File: src/rtl/ws2812_pkg.sv
`default_nettype none
// ============================================================================
// Module      : ws2812_pkg
// Description : Shared widths, frame-FSM encodings and frame-length helper
//               for the ws2812 frame scheduler.
// Revision    : 1.0 - initial release
// ============================================================================
package ws2812_pkg;

  localparam int c_RGB_W = 24;
  localparam int c_CH_W  = 8;

  localparam int                c_ST_W     = 1;
  localparam logic [c_ST_W-1:0] c_ST_LATCH = 1'b0;
  localparam logic [c_ST_W-1:0] c_ST_RUN   = 1'b1;

  function automatic int frame_cycles(input int sys_clk_hz, input int frame_hz);
    return sys_clk_hz / frame_hz;
  endfunction

endpackage
`default_nettype wire

File: src/rtl/rr_arb2.sv
`default_nettype none
// ============================================================================
// Module      : rr_arb2
// Description : Two-requester round-robin arbiter; a requester whose ack is
//               currently high is masked so a held request cannot win twice.
// Revision    : 1.0 - initial release
// ============================================================================
module rr_arb2 (
  input  logic       clk,
  input  logic       rst,
  input  logic [1:0] i_req,
  output logic [1:0] o_gnt,
  output logic [1:0] o_ack
);

  logic [1:0] r_ack;
  logic       r_favor_1;
  logic [1:0] w_elig;

  assign w_elig = i_req & ~r_ack;

  always_comb begin
    o_gnt = w_elig;
    if (w_elig == 2'b11) begin
      o_gnt = r_favor_1 ? 2'b10 : 2'b01;
    end
  end

  // The pointer only moves on a contested grant, and then points at the loser.
  always_ff @(posedge clk or posedge rst) begin
    if (rst) begin
      r_ack     <= 2'b00;
      r_favor_1 <= 1'b0;
    end else begin
      r_ack <= o_gnt;
      if (w_elig == 2'b11) begin
        r_favor_1 <= o_gnt[0];
      end
    end
  end

  assign o_ack = r_ack;

endmodule
`default_nettype wire

File: src/rtl/ws2812_frame_sched.sv
`default_nettype none
// ============================================================================
// Module      : ws2812_frame_sched
// Description : Double-buffered pixel store with two arbitrated writers, a
//               per-frame back-to-front copy and the driver latch/reset timing.
// Revision    : 1.0 - initial release
// ============================================================================
module ws2812_frame_sched
  import ws2812_pkg::*;
#(
  parameter int NUM_LEDS     = 8,
  parameter int ADDR_W       = 3,
  parameter int SYSTEM_CLOCK = 48000000,
  parameter int FRAME_HZ     = 60,
  parameter int RESET_CYCLES = 4800
) (
  input  logic              clk,
  input  logic              reset,
  input  logic              a_req,
  input  logic [ADDR_W-1:0] a_addr,
  input  logic [23:0]       a_rgb,
  output logic              a_ack,
  input  logic              b_req,
  input  logic [ADDR_W-1:0] b_addr,
  input  logic [23:0]       b_rgb,
  output logic              b_ack,
  input  logic [2:0]        bright_shift,
  input  logic [ADDR_W-1:0] drv_address,
  input  logic              drv_new_address,
  output logic [7:0]        drv_red,
  output logic [7:0]        drv_green,
  output logic [7:0]        drv_blue,
  output logic              drv_reset,
  output logic              frame_sync
);

  localparam int                c_FRAME_CYCLES = frame_cycles(SYSTEM_CLOCK, FRAME_HZ);
  localparam int                c_FC_W         = (c_FRAME_CYCLES > 1) ? $clog2(c_FRAME_CYCLES) : 1;
  localparam logic [c_FC_W-1:0] c_FC_LAST      = c_FC_W'(c_FRAME_CYCLES - 1);
  localparam logic [c_FC_W-1:0] c_FC_LATCH_END = c_FC_W'(RESET_CYCLES - 1);

  logic [c_FC_W-1:0]  r_fc;
  logic               r_armed;
  logic               r_frame_sync;
  logic [c_ST_W-1:0]  r_state;
  logic [c_ST_W-1:0]  w_state_next;
  logic               w_drv_reset;
  logic               w_frame_edge;

  logic [c_RGB_W-1:0] r_back  [NUM_LEDS];
  logic [c_RGB_W-1:0] r_front [NUM_LEDS];

  logic [1:0]         w_gnt;
  logic [1:0]         w_ack;
  logic               w_wr_en;
  logic [ADDR_W-1:0]  w_wr_addr;
  logic [c_RGB_W-1:0] w_wr_data;
  logic [c_RGB_W-1:0] w_pix;

  logic [c_CH_W-1:0]  r_red;
  logic [c_CH_W-1:0]  r_green;
  logic [c_CH_W-1:0]  r_blue;

  // The first edge after reset release is treated as a frame start, so the
  // first frame gets its frame_sync pulse like every later one.
  assign w_frame_edge = !r_armed || (r_fc == c_FC_LAST);

  always_ff @(posedge clk or posedge reset) begin
    if (reset) begin
      r_fc         <= '0;
      r_armed      <= 1'b0;
      r_frame_sync <= 1'b0;
    end else begin
      r_armed      <= 1'b1;
      r_frame_sync <= w_frame_edge;
      r_fc         <= w_frame_edge ? '0 : r_fc + 1'b1;
    end
  end

  always_ff @(posedge clk or posedge reset) begin
    if (reset) begin
      r_state <= c_ST_LATCH;
    end else begin
      r_state <= w_state_next;
    end
  end

  always_comb begin
    w_state_next = r_state;
    case (r_state)
      c_ST_LATCH: if (r_armed && (r_fc == c_FC_LATCH_END)) w_state_next = c_ST_RUN;
      c_ST_RUN:   if (r_fc == c_FC_LAST) w_state_next = c_ST_LATCH;
      default:    w_state_next = c_ST_LATCH;
    endcase
  end

  always_comb begin
    w_drv_reset = (r_state == c_ST_LATCH);
  end

  rr_arb2 u_arb (
    .clk   (clk),
    .rst   (reset),
    .i_req ({b_req, a_req}),
    .o_gnt (w_gnt),
    .o_ack (w_ack)
  );

  assign w_wr_en   = |w_gnt;
  assign w_wr_addr = w_gnt[0] ? a_addr : b_addr;
  assign w_wr_data = w_gnt[0] ? a_rgb  : b_rgb;

  // Out-of-range addresses match no slot, so such writes are acked but dropped.
  always_ff @(posedge clk or posedge reset) begin
    if (reset) begin
      for (int i = 0; i < NUM_LEDS; i++) begin
        r_back[i]  <= '0;
        r_front[i] <= '0;
      end
    end else begin
      for (int i = 0; i < NUM_LEDS; i++) begin
        if (w_frame_edge) begin
          r_front[i] <= r_back[i];
        end
        if (w_wr_en && (w_wr_addr == ADDR_W'(i))) begin
          r_back[i] <= w_wr_data;
        end
      end
    end
  end

  always_comb begin
    w_pix = '0;
    for (int i = 0; i < NUM_LEDS; i++) begin
      if (drv_address == ADDR_W'(i)) begin
        w_pix = r_front[i];
      end
    end
  end

  always_ff @(posedge clk or posedge reset) begin
    if (reset) begin
      r_red   <= '0;
      r_green <= '0;
      r_blue  <= '0;
    end else if (drv_new_address) begin
      r_red   <= w_pix[2*c_CH_W +: c_CH_W] >> bright_shift;
      r_green <= w_pix[1*c_CH_W +: c_CH_W] >> bright_shift;
      r_blue  <= w_pix[0*c_CH_W +: c_CH_W] >> bright_shift;
    end
  end

  assign a_ack      = w_ack[0];
  assign b_ack      = w_ack[1];
  assign drv_red    = r_red;
  assign drv_green  = r_green;
  assign drv_blue   = r_blue;
  assign drv_reset  = w_drv_reset;
  assign frame_sync = r_frame_sync;

endmodule
`default_nettype wire

File: config.mk
export PLATFORM = sky130hd
export DESIGN_NAME = ws2812_frame_sched
export DESIGN_NICKNAME = d
export VERILOG_FILES = /design/src/rtl/ws2812_pkg.sv /design/src/rtl/rr_arb2.sv /design/src/rtl/ws2812_frame_sched.sv
export SDC_FILE = /design/constraint.sdc
export NUM_CORES = 1
export LEC_CHECK = 0
export CAP_MARGIN = 15
export CORE_UTILIZATION = 60
export CTS_CLUSTER_SIZE = 28
export DETAILED_ROUTE_END_ITERATION = 16
export PLACE_DENSITY_LB_ADDON = 0.3
export SLEW_MARGIN = 25
export SYNTH_ARGS = -nofsm -noshare
export SYNTH_HDL_FRONTEND = slang
export SYNTH_SLANG_ARGS = --single-unit
File: constraint.sdc
create_clock -name clk -period 27.5 [get_ports clk]
set_input_delay 5.5 -clock clk [delete_from_list [all_inputs] [get_ports clk]]
set_output_delay 5.5 -clock clk [all_outputs]
set_load 0.1 [all_outputs]
## Yosys cells after proc, flatten, opt, wreduce, memory -nomap -nowiden

Index checks and enable logic that the tools add are counted.
W data, S select, Z words.

| operators by class | value |
|---|---|
| $add $sub $neg | 1 |
| equality and inequality tests | 17 |
| shifts and indexed selects | 3 |
| multiplexer cells | 16 |
| bitwise logic cells | 3 |
| reductions and logical operators | 14 |

Operator list:

| operator | count |
|---|---|
| $mux W24 | 9 |
| $eq A3 B3 Y1 const B | 8 |
| $shr A8 B3 Y8 | 3 |
| $add A20 B1 Y20 const B | 1 |
| $eq A20 B13 Y1 const B | 1 |
| $eq A20 B20 Y1 const B | 1 |
| $mux W20 | 1 |
| $eq A3 B2 Y1 const B | 4 |
| $logic_and A1 B1 Y1 | 9 |
| $eq A3 B1 Y1 const B | 2 |
| $logic_not A3 Y1 | 2 |
| $mux W2 | 2 |
| $mux W3 | 1 |
| $and A2 B2 Y2 | 1 |
| $eq A2 B2 Y1 const B | 1 |
| $mux W1 | 2 |
| $not A2 Y2 | 1 |
| $pmux W1 S2 | 1 |
| $reduce_or A2 Y1 | 1 |
| $logic_not A1 Y1 | 1 |
| $logic_or A1 B1 Y1 | 1 |
| $not A1 Y1 | 1 |

| word-level totals | value |
|---|---|
| register bits after elaboration | 434 |
| output and inout port bits | 28 |

## Longest topological paths before layout

Gate-level depths: netlist of run 1.

| depth | value |
|---|---|
| word-level depth | 10 |
| mapped depth | 10 |
| gate-level depth less buffers | 7 |

## Cells and area by module

Synthesis of run 1 repeated with hierarchy kept, for this count alone.

| second synthesis, totals | value |
|---|---|
| cell total of the unflattened synthesis | 1607 |
| area, all modules | 19367.3 um^2 |

By module, submodules not included:

| module | instances | cells an instance | area an instance (um^2) | seq. area each (um^2) |
|---|---|---|---|---|
| ws2812_frame_sched | 1 | 1597 | 19239.7 | 10785.3 |
| rr_arb2 | 1 | 10 | 127.6 | 75.1 |

## Worst setup path after synthesis of run 1

Ideal clock, no wire load.

| timing path | value |
|---|---|
| kind | in2reg |
| start point | in drv_address[1] |
| end point | reg r_blue[0], in the netlist drv_blue[0] |
| setup time | 0.124 ns |
| arrival time | 7.092 ns |
| required time | 27.376 ns |
| slack | 20.284 ns |
| stages | 5 |
| path buffers | 2 |
| cells stage by stage | buf_2 buf_4 mux4_2 mux4_2 a211o_1 |

| on the way | value |
|---|---|
| cells in the longest elaborated chain, start to end | 10 |

Ends and longest elaborated chain:

| element | line | text |
|---|---|---|
| from (decl) | ws2812_frame_sched.sv:28 | `input logic [ADDR_W-1:0] drv_address,` |
| $logic_not A3 Y1 | ws2812_frame_sched.sv:135 | `if (drv_address == ADDR_W'(i)) begin` |
| $mux W24 (7 in a row) | ws2812_frame_sched.sv:135 |  |
| $mux W24 * | ws2812_frame_sched.sv:135 |  |
| $shr A8 B3 Y8 * | ws2812_frame_sched.sv:149 | `r_blue <= w_pix[0*c_CH_W +: c_CH_W] >> bright_shift;` |
| to (signal assigned) | ws2812_frame_sched.sv:149 |  |
| to (decl) | ws2812_frame_sched.sv:62 | `logic [c_CH_W-1:0] r_blue;` |

Mark *: on every way between the ends. The rest lies on a longest branch, timed or not.
A chain may end at the register's enable or synchronous reset.

## Worst setup path after layout of run 1

| timing path | value |
|---|---|
| start point | in drv_address[1] |
| end point | reg r_green[0], in the netlist drv_green[0] |

| on the way | value |
|---|---|
| cells in the longest elaborated chain, start to end | 10 |

Ends and longest elaborated chain:

| element | line | text |
|---|---|---|
| $logic_not A3 Y1 | ws2812_frame_sched.sv:135 |  |
| $mux W24 (7 in a row) | ws2812_frame_sched.sv:135 |  |
| $mux W24 * | ws2812_frame_sched.sv:135 |  |
| $shr A8 B3 Y8 * | ws2812_frame_sched.sv:148 | `r_green <= w_pix[1*c_CH_W +: c_CH_W] >> bright_shift;` |
| to (signal assigned) | ws2812_frame_sched.sv:148 |  |
| to (decl) | ws2812_frame_sched.sv:61 | `logic [c_CH_W-1:0] r_green;` |

Marks and branches as above.

==> flow_metrics.py, run 1 <==
metrics = {
    "run_status": {
        "status": "completed",
    },
    "global_route": {
        "grt_max_degree": 121,
        "grt.overflow.total": 0,
        "track_usage": 0.2800,
        "grt_pass1_wl_microns": 72080,
        "antenna_found_initial": 0,
        "grt_pass1_vias": 12920,
    },
    "yosys": {
        "synth_compound_area_frac": 0.1137,
        "synthMuxAreaShare": 0.1909,
        "synth_area_leaders": "dfrtp_1 56%, mux2_4 7.8%, mux2_1 4.1%, mux2i_1 3.6%, a21oi_1 3.2%",
        "syn_nets": 1648,
        "synthAdderAreaFrac": 0.0006492,
        "synth_area_leader_cell": "dfrtp_1",
        "yosysTopAreaCellShare": 0.5635,
        "synthDistinctLibCells": 77,
        "syn_inst": 1582,
        "synth-simple-area-share": 0.08310,
        "synth.avg_cell_area_sq_um": 12.18,
        "synth_top_family_by_area": "multiplexers",
        "ys_async_sr_fraction": 1.000,
        "ys_seq_area_frac": 0.5635,
        "synth-main-ff-cell": "dfrtp_1",
        "synthXorXnorAreaFrac": 0.008180,
        "synth.yosys.warnings": 0,
        "syn_area_sq_um": 19270,
        "synth-seq-cells": 434,
        "synth_edf_count": 0,
    },
    "job": {
        "maxCapViolations": 0,
    },
    "final_layout": {
        "post-route-util": 0.6921,
        "multi_input_area_sq_um": 7716,
        "final_cells": 2076,
        "syn2layout_area_growth_pct": 13.32,
        "antennaDiodeCount": 0,
        "n_fill_cell": 2185,
        "drive_above_1_share": 0.1625,
        "seqCellArea_sq_um": 10860,
        "nNetsFinal": 1705,
    },
    "critical_path": {
        "crit_type": "input pin to flop",
        "timing.rr.start": "r_fc[0]",
        "cp.required_ns": 27.88,
        "crit_chain": "buf_4, buf_4, nor2_1, buf_4, a32o_1, o31ai_1, o21ai_0, o32ai_1, o221ai_1",
        "cpPeakStageDelay_ns": 0.62,
        "r2r_slack_ns": 23.84,
        "path_max_fanout": 41,
        "cp-endpoint": "drv_green[0]",
        "worst-r2r-cell-count": 8,
        "setup.worst_path.end_class": "flop",
        "startpoint": "drv_address[1]",
        "path_common_cell": "buf_4",
        "cp.arrival_ns": 8.58,
        "rr_endpoint": "r_front[116]",
        "cp-start-kind": "input pin",
        "critPathSlowestCell": "o31ai_1",
    },
    "clock_network": {
        "clk_transition_reported_paths_ns": 0.06,
        "cts_root_buf": "clkbuf_16",
        "cts_tree": "yes",
        "numCtsBuffers": 45,
        "clock_sinks": 434,
        "htree_num_levels": 2,
        "cts_hold_buf": 0,
        "cts_resized": 0,
        "clockBufferDepth": 3,
        "clkLatencyLatePin_ns": 0.55,
        "cts_setup_buffers": 0,
    },
    "detailed_routing": {
        "ant_nets": 0,
        "routed_wl_microns": 44470,
        "drt_iter0_drc": 1085,
        "vias": 12760,
        "vias_per_cell": 6.146,
        "firstDrtPassIters": 6,
        "wl_per_cell_microns": 21.42,
        "drc": 0,
    },
    "place": {
        "dp_cells": 1993,
        "place.gp.congestion": 0.9228,
        "dp_hpwl_microns": 27100,
        "pre_cts_ws_ns": 18.86,
        "port_buffers": 92,
    },
    "timing": {
        "fmax_ghz": 0.1220,
        "setup_viol": 0,
        "fin_skew_ns": 0.01663,
        "maxSlewViolCount": 0,
        "finalHoldViolCount": 0,
        "fin_tns_setup_ns": 0,
        "worstMarginPinSlew_ns": 0.9803,
        "min_period_ns": 8.195,
        "relSlewSlack": 0.3444,
        "fin_crit_sh": 0.2980,
        "fin_ws_ns": 19.31,
        "rsz0062_at_grt": "false",
    },
    "die": {
        "rows": 65,
        "die_h_microns": 181.2,
        "die_w_microns": 181.2,
        "dieArea_sq_um": 32840,
        "fp.coreArea_sq_um": 31560,
        "io_pins": 93,
        "initial_core_util": 0.6108,
    },
    "worst_hold_path": {
        "hp-class": "flop to flop",
        "holdCritStartpoint": "r_back[158]",
        "worstHoldPathCells": 2,
    },
    "power": {
        "power_mw": 2.345,
        "vdd_ir_drop_max_v": 0.00004653,
        "p_per_area_nw_per_um2": 107.4,
        "p_leak_nw": 9.699,
    },
}
-- logic make-up after synthesis --
family                     count (synthesis)
and+or+nand+nor                          365
xor gates and xnor gates                  18
other                                      1
DFF                                      434
buffers and inverters                    120
muxes                                    289
AOI/OAI and AO/OA                        354
adders and majority gates                  1
-- area by class of cell --
class / count / area share
clock inverters: 20 / 0.009911
clock buffers: 62 / 0.06101
well taps: 402 / 0.02303
multi-input cells: 1028 / 0.3533
inverters: 17 / 0.003265
flip-flops and latches: 434 / 0.4973
repair buffers: 113 / 0.05225
-- where the power goes --
part | leakage [nW] | total [mW] | switching (mW) | internal, mW
clock | 0.758 | 0.626 | 0.250 | 0.377
combinational | 3.81 | 0.617 | 0.313 | 0.303
sequential | 5.13 | 1.10 | 0.172 | 0.930
total | 9.70 | 2.35 | 0.735 | 1.61
-- cells in the final DEF, fill, tap and decap left out, types with 5 or more instances in the layout --
| cell | count |
|---|---|
| a211oi_1 | 9 |
| a21o_1 | 5 |
| a21oi_1 | 120 |
| a221oi_1 | 7 |
| a22o_1 | 8 |
| a22oi_1 | 18 |
| a32oi_1 | 6 |
| and2_1 | 6 |
| and3_1 | 6 |
| buf_4 | 15 |
| clkbuf_1 | 5 |
| clkbuf_16 | 47 |
| clkbuf_8 | 10 |
| clkdlybuf4s50_1 | 89 |
| clkinv_2 | 10 |
| clkinvlp_4 | 5 |
| dfrtp_1 | 434 |
| inv_1 | 14 |
| mux2_1 | 70 |
| mux2_2 | 38 |
| mux2_4 | 100 |
| mux2i_1 | 69 |
| mux4_2 | 12 |
| nand2_1 | 137 |
| nand2b_1 | 9 |
| nand3_1 | 14 |
| nand3b_1 | 11 |
| nand4_1 | 6 |
| nor2_1 | 139 |
| nor2b_1 | 11 |
| nor3_1 | 7 |
| o211ai_1 | 7 |
| o21ai_0 | 112 |
| o221ai_1 | 6 |
| o2bb2ai_1 | 9 |
| xnor2_1 | 8 |
| xor2_1 | 10 |
-- cell usage after synthesis (11+ instances only) --
cell type / number
dfrtp_1: 434
nor2_1: 140
nand2_1: 138
a21oi_1: 122
o21ai_0: 112
mux2_4: 100
mux2_1: 70
mux2i_1: 69
mux2_2: 38
clkbuf_1: 36
buf_2: 26
a22oi_1: 18
inv_1: 15
nand3_1: 14
mux4_2: 12
nor2b_1: 12
buf_1: 11
buf_12: 11
nand3b_1: 11
-- worst max-delay path, delay by kind of cell --
kind	cells	cell delay [ns]
AO/OA/AOI/OAI	5	1.60
buffers and inverters	3	1.27
AND/OR/NAND/NOR	1	0.17
-- layer usage --
layer / routed length, microns / GRT usage / up-vias
li1: - / - / 5741
met1: 19530 / 0.4003 / 6509
met2: 20990 / 0.4463 / 421
met3: 2779 / 0.04515 / 89
met4: 1160 / 0.08000 / 0
met5: 0 / 0 / -
-- worst min-delay path by stage --
stage,slack (ns),end
6_report,0.47,r_back[158]
5_1_grt,0.49,r_front[135]
4_1_cts,0.48,r_back[115]
3_5_place_dp,0.46,r_back[123]
3_3_place_gp,0.46,r_back[114]
2_1_floorplan,0.44,r_back[106]
-- sequential cells by signal (all words and copies together), names as in the netlist --
register         flops
u_arb.o_ack          2
r_back             192
frame_sync           1
drv_green            8
drv_red              8
r_front            192
r_armed              1
r_fc                20
r_state              1
u_arb.r_favor_1      1
drv_blue             8
-- metrics by stage --
stage | hold slack [ns] | area, sq um
2_1_floorplan | 0.4444 | 19270
3_3_place_gp | 0.4553 | 20180
3_5_place_dp | 0.4643 | 20240
4_1_cts | 0.4784 | 21790
5_1_grt | 0.4928 | 21840
6_report | 0.4726 | 21840
Note: power is estimated with default switching activity, not from simulation.
==> run 2, diff against run 1 <==
--- a/config.mk
+++ b/config.mk
@@ -6,7 +6,7 @@
 export NUM_CORES = 1
 export LEC_CHECK = 0
 export CAP_MARGIN = 15
-export CORE_UTILIZATION = 60
+export CORE_UTILIZATION = 55
 export CTS_CLUSTER_SIZE = 28
 export DETAILED_ROUTE_END_ITERATION = 16
 export PLACE_DENSITY_LB_ADDON = 0.3
==> constraint.sdc (replaced) <==
create_clock -name clk -period 7.21 [get_ports clk]
set_input_delay 1.442 -clock clk [delete_from_list [all_inputs] [get_ports clk]]
set_output_delay 1.442 -clock clk [all_outputs]
set_load 0.1 [all_outputs]
==> run 2 against run 1 <==
Compared with the run above:
- sequential share of layout area fell by 0.091 points
- clock power rose to 3.7 times the previous value
- clock-buffer cell count rose by 1
- largest power group unchanged
==> flow_metrics.py, run 2 (synthesized netlist as in run 1, its figures left out) <==
metrics = {
    "timing": {
        "setup_viol": 0,
        "rsz0062_at_grt": "false",
        "finalHoldViolCount": 0,
        "maxSlewViolCount": 0,
        "fin_skew_ns": 0.01666,
        "worstMarginPinSlew_ns": 1.086,
        "fmax_ghz": 0.2289,
        "relSlewSlack": 0.2573,
        "fin_crit_sh": 0.6058,
        "min_period_ns": 4.368,
        "fin_tns_setup_ns": 0,
    },
    "detailed_routing": {
        "vias": 12700,
        "routed_wl_microns": 45850,
        "firstDrtPassIters": 6,
        "drt_iter0_drc": 1090,
        "ant_nets": 0,
        "drc": 0,
        "wl_per_cell_microns": 21.55,
        "vias_per_cell": 5.972,
    },
    "final_layout": {
        "drive_above_1_share": 0.1603,
        "final_common_cell": "dfrtp_1",
        "nNetsFinal": 1707,
        "post-route-util": 0.6334,
        "final_area_sq_um": 21880,
        "final_cell_mix": "434 x dfrtp_1, 139 x nor2_1, 137 x nand2_1, 120 x a21oi_1, 112 x o21ai_0",
        "final_cells": 2127,
        "antennaDiodeCount": 0,
        "syn2layout_area_growth_pct": 13.53,
        "n_fill_cell": 2633,
        "top_regs": "r_back: 192 flops, r_front: 192 flops, r_fc: 20 flops",
    },
    "die": {
        "rows": 68,
        "die_w_microns": 189.2,
        "initial_core_util": 0.5580,
        "io_pins": 93,
        "fp.coreArea_sq_um": 34540,
        "dieArea_sq_um": 35790,
        "die_h_microns": 189.2,
    },
    "clock_network": {
        "htree_num_levels": 2,
        "cts_hold_buf": 0,
        "cts_resized": 0,
        "clk_transition_reported_paths_ns": 0.06,
        "cts_setup_buffers": 0,
        "clock_sinks": 434,
        "clockBufferDepth": 3,
        "cts_root_buf": "clkbuf_16",
        "clkLatencyLatePin_ns": 0.55,
        "cts_tree": "yes",
        "numCtsBuffers": 46,
    },
    "global_route": {
        "antenna_found_initial": 0,
        "grt_max_degree": 176,
        "track_usage": 0.2658,
        "grt_pass1_wl_microns": 73660,
        "grt_pass1_vias": 13000,
        "grt.overflow.total": 0,
    },
    "place": {
        "dp_hpwl_microns": 28260,
        "place.gp.congestion": 0.9482,
        "dp_cells": 2047,
        "port_buffers": 92,
        "place_area_sq_um": 20360,
    },
    "power": {
        "p_leak_nw": 9.689,
        "p_per_area_nw_per_um2": 405.7,
        "vdd_ir_drop_max_v": 0.0002147,
    },
    "critical_path": {
        "path_max_fanout": 28,
        "setup.worst_path.end_class": "flop",
        "cp.required_ns": 7.59,
        "timing.rr.start": "r_fc[0]",
        "cp.arrival_ns": 4.75,
        "rr_endpoint": "r_front[108]",
        "startpoint": "b_req",
        "worst-r2r-cell-count": 8,
        "r2r_slack_ns": 3.63,
        "crit_type": "input pin to flop",
        "cp-start-kind": "input pin",
        "cp-endpoint": "r_back[57]",
    },
    "job": {
        "maxCapViolations": 0,
    },
    "run_status": {
        "status": "completed",
    },
    "worst_hold_path": {
        "hp-class": "flop to flop",
        "holdCritStartpoint": "r_back[161]",
    },
}
[run 2: area by class of cell]
type,instances,area [sq um],share of cell area
clock buffers,63,1326,0.06061
clock inverters,16,163.9,0.007491
inverters,17,67.56,0.003088
multi-input cells,1028,7710,0.3524
flip-flops and latches,434,10860,0.4963
well taps,455,569.3,0.02602
repair buffers,114,1184,0.05409
[run 2: worst min-delay path by stage]
stage | endpoint | slack [ns] | cells past startpoint
finish | r_back[161] | 0.47 | 2
global route | r_front[168] | 0.50 | 1
CTS | r_back[118] | 0.48 | 2
detailed placement | r_back[118] | 0.47 | 2
global placement | r_back[123] | 0.46 | 2
floorplan | r_back[106] | 0.44 | 2
[run 2: worst max-delay path, stage by stage]
cell	delay [ns]
clkdlybuf4s50_1	0.47
nor2b_1	0.15
a21o_2	0.54
buf_4	0.45
inv_1	0.17
a22oi_1	0.73
a21oi_4	0.26
buf_4	0.33
nor2_1	0.13
a21oi_1	0.05
[run 2: stage by stage]
| step | total power [mW] | setup slack (ns) | hold WS (ns) |
|---|---|---|---|
| 6_report | 8.878 | 2.842 | 0.4743 |
| 5_1_grt | 9.358 | 2.598 | 0.4955 |
| 4_1_cts | 8.900 | 2.856 | 0.4777 |
| 3_5_place_dp | 6.535 | 2.288 | 0.4650 |
| 3_3_place_gp | 6.382 | 2.509 | 0.4556 |
| 2_1_floorplan | 5.874 | -0.09333 | 0.4444 |
[run 2: per-layer routing]
layer  global-route usage  share of wire  wire length, microns
met2               0.4184           0.46                 21090
met5                    0              0                     0
met1               0.3892           0.46                 21180
met3              0.03058          0.052                  2389
met4              0.08127          0.026                  1178
[run 2: power by group]
| part | internal (mW) | total, mW | switching [mW] |
|---|---|---|---|
| sequential | 3.55 | 4.19 | 0.646 |
| clock | 1.39 | 2.34 | 0.950 |
| combinational | 1.16 | 2.35 | 1.19 |
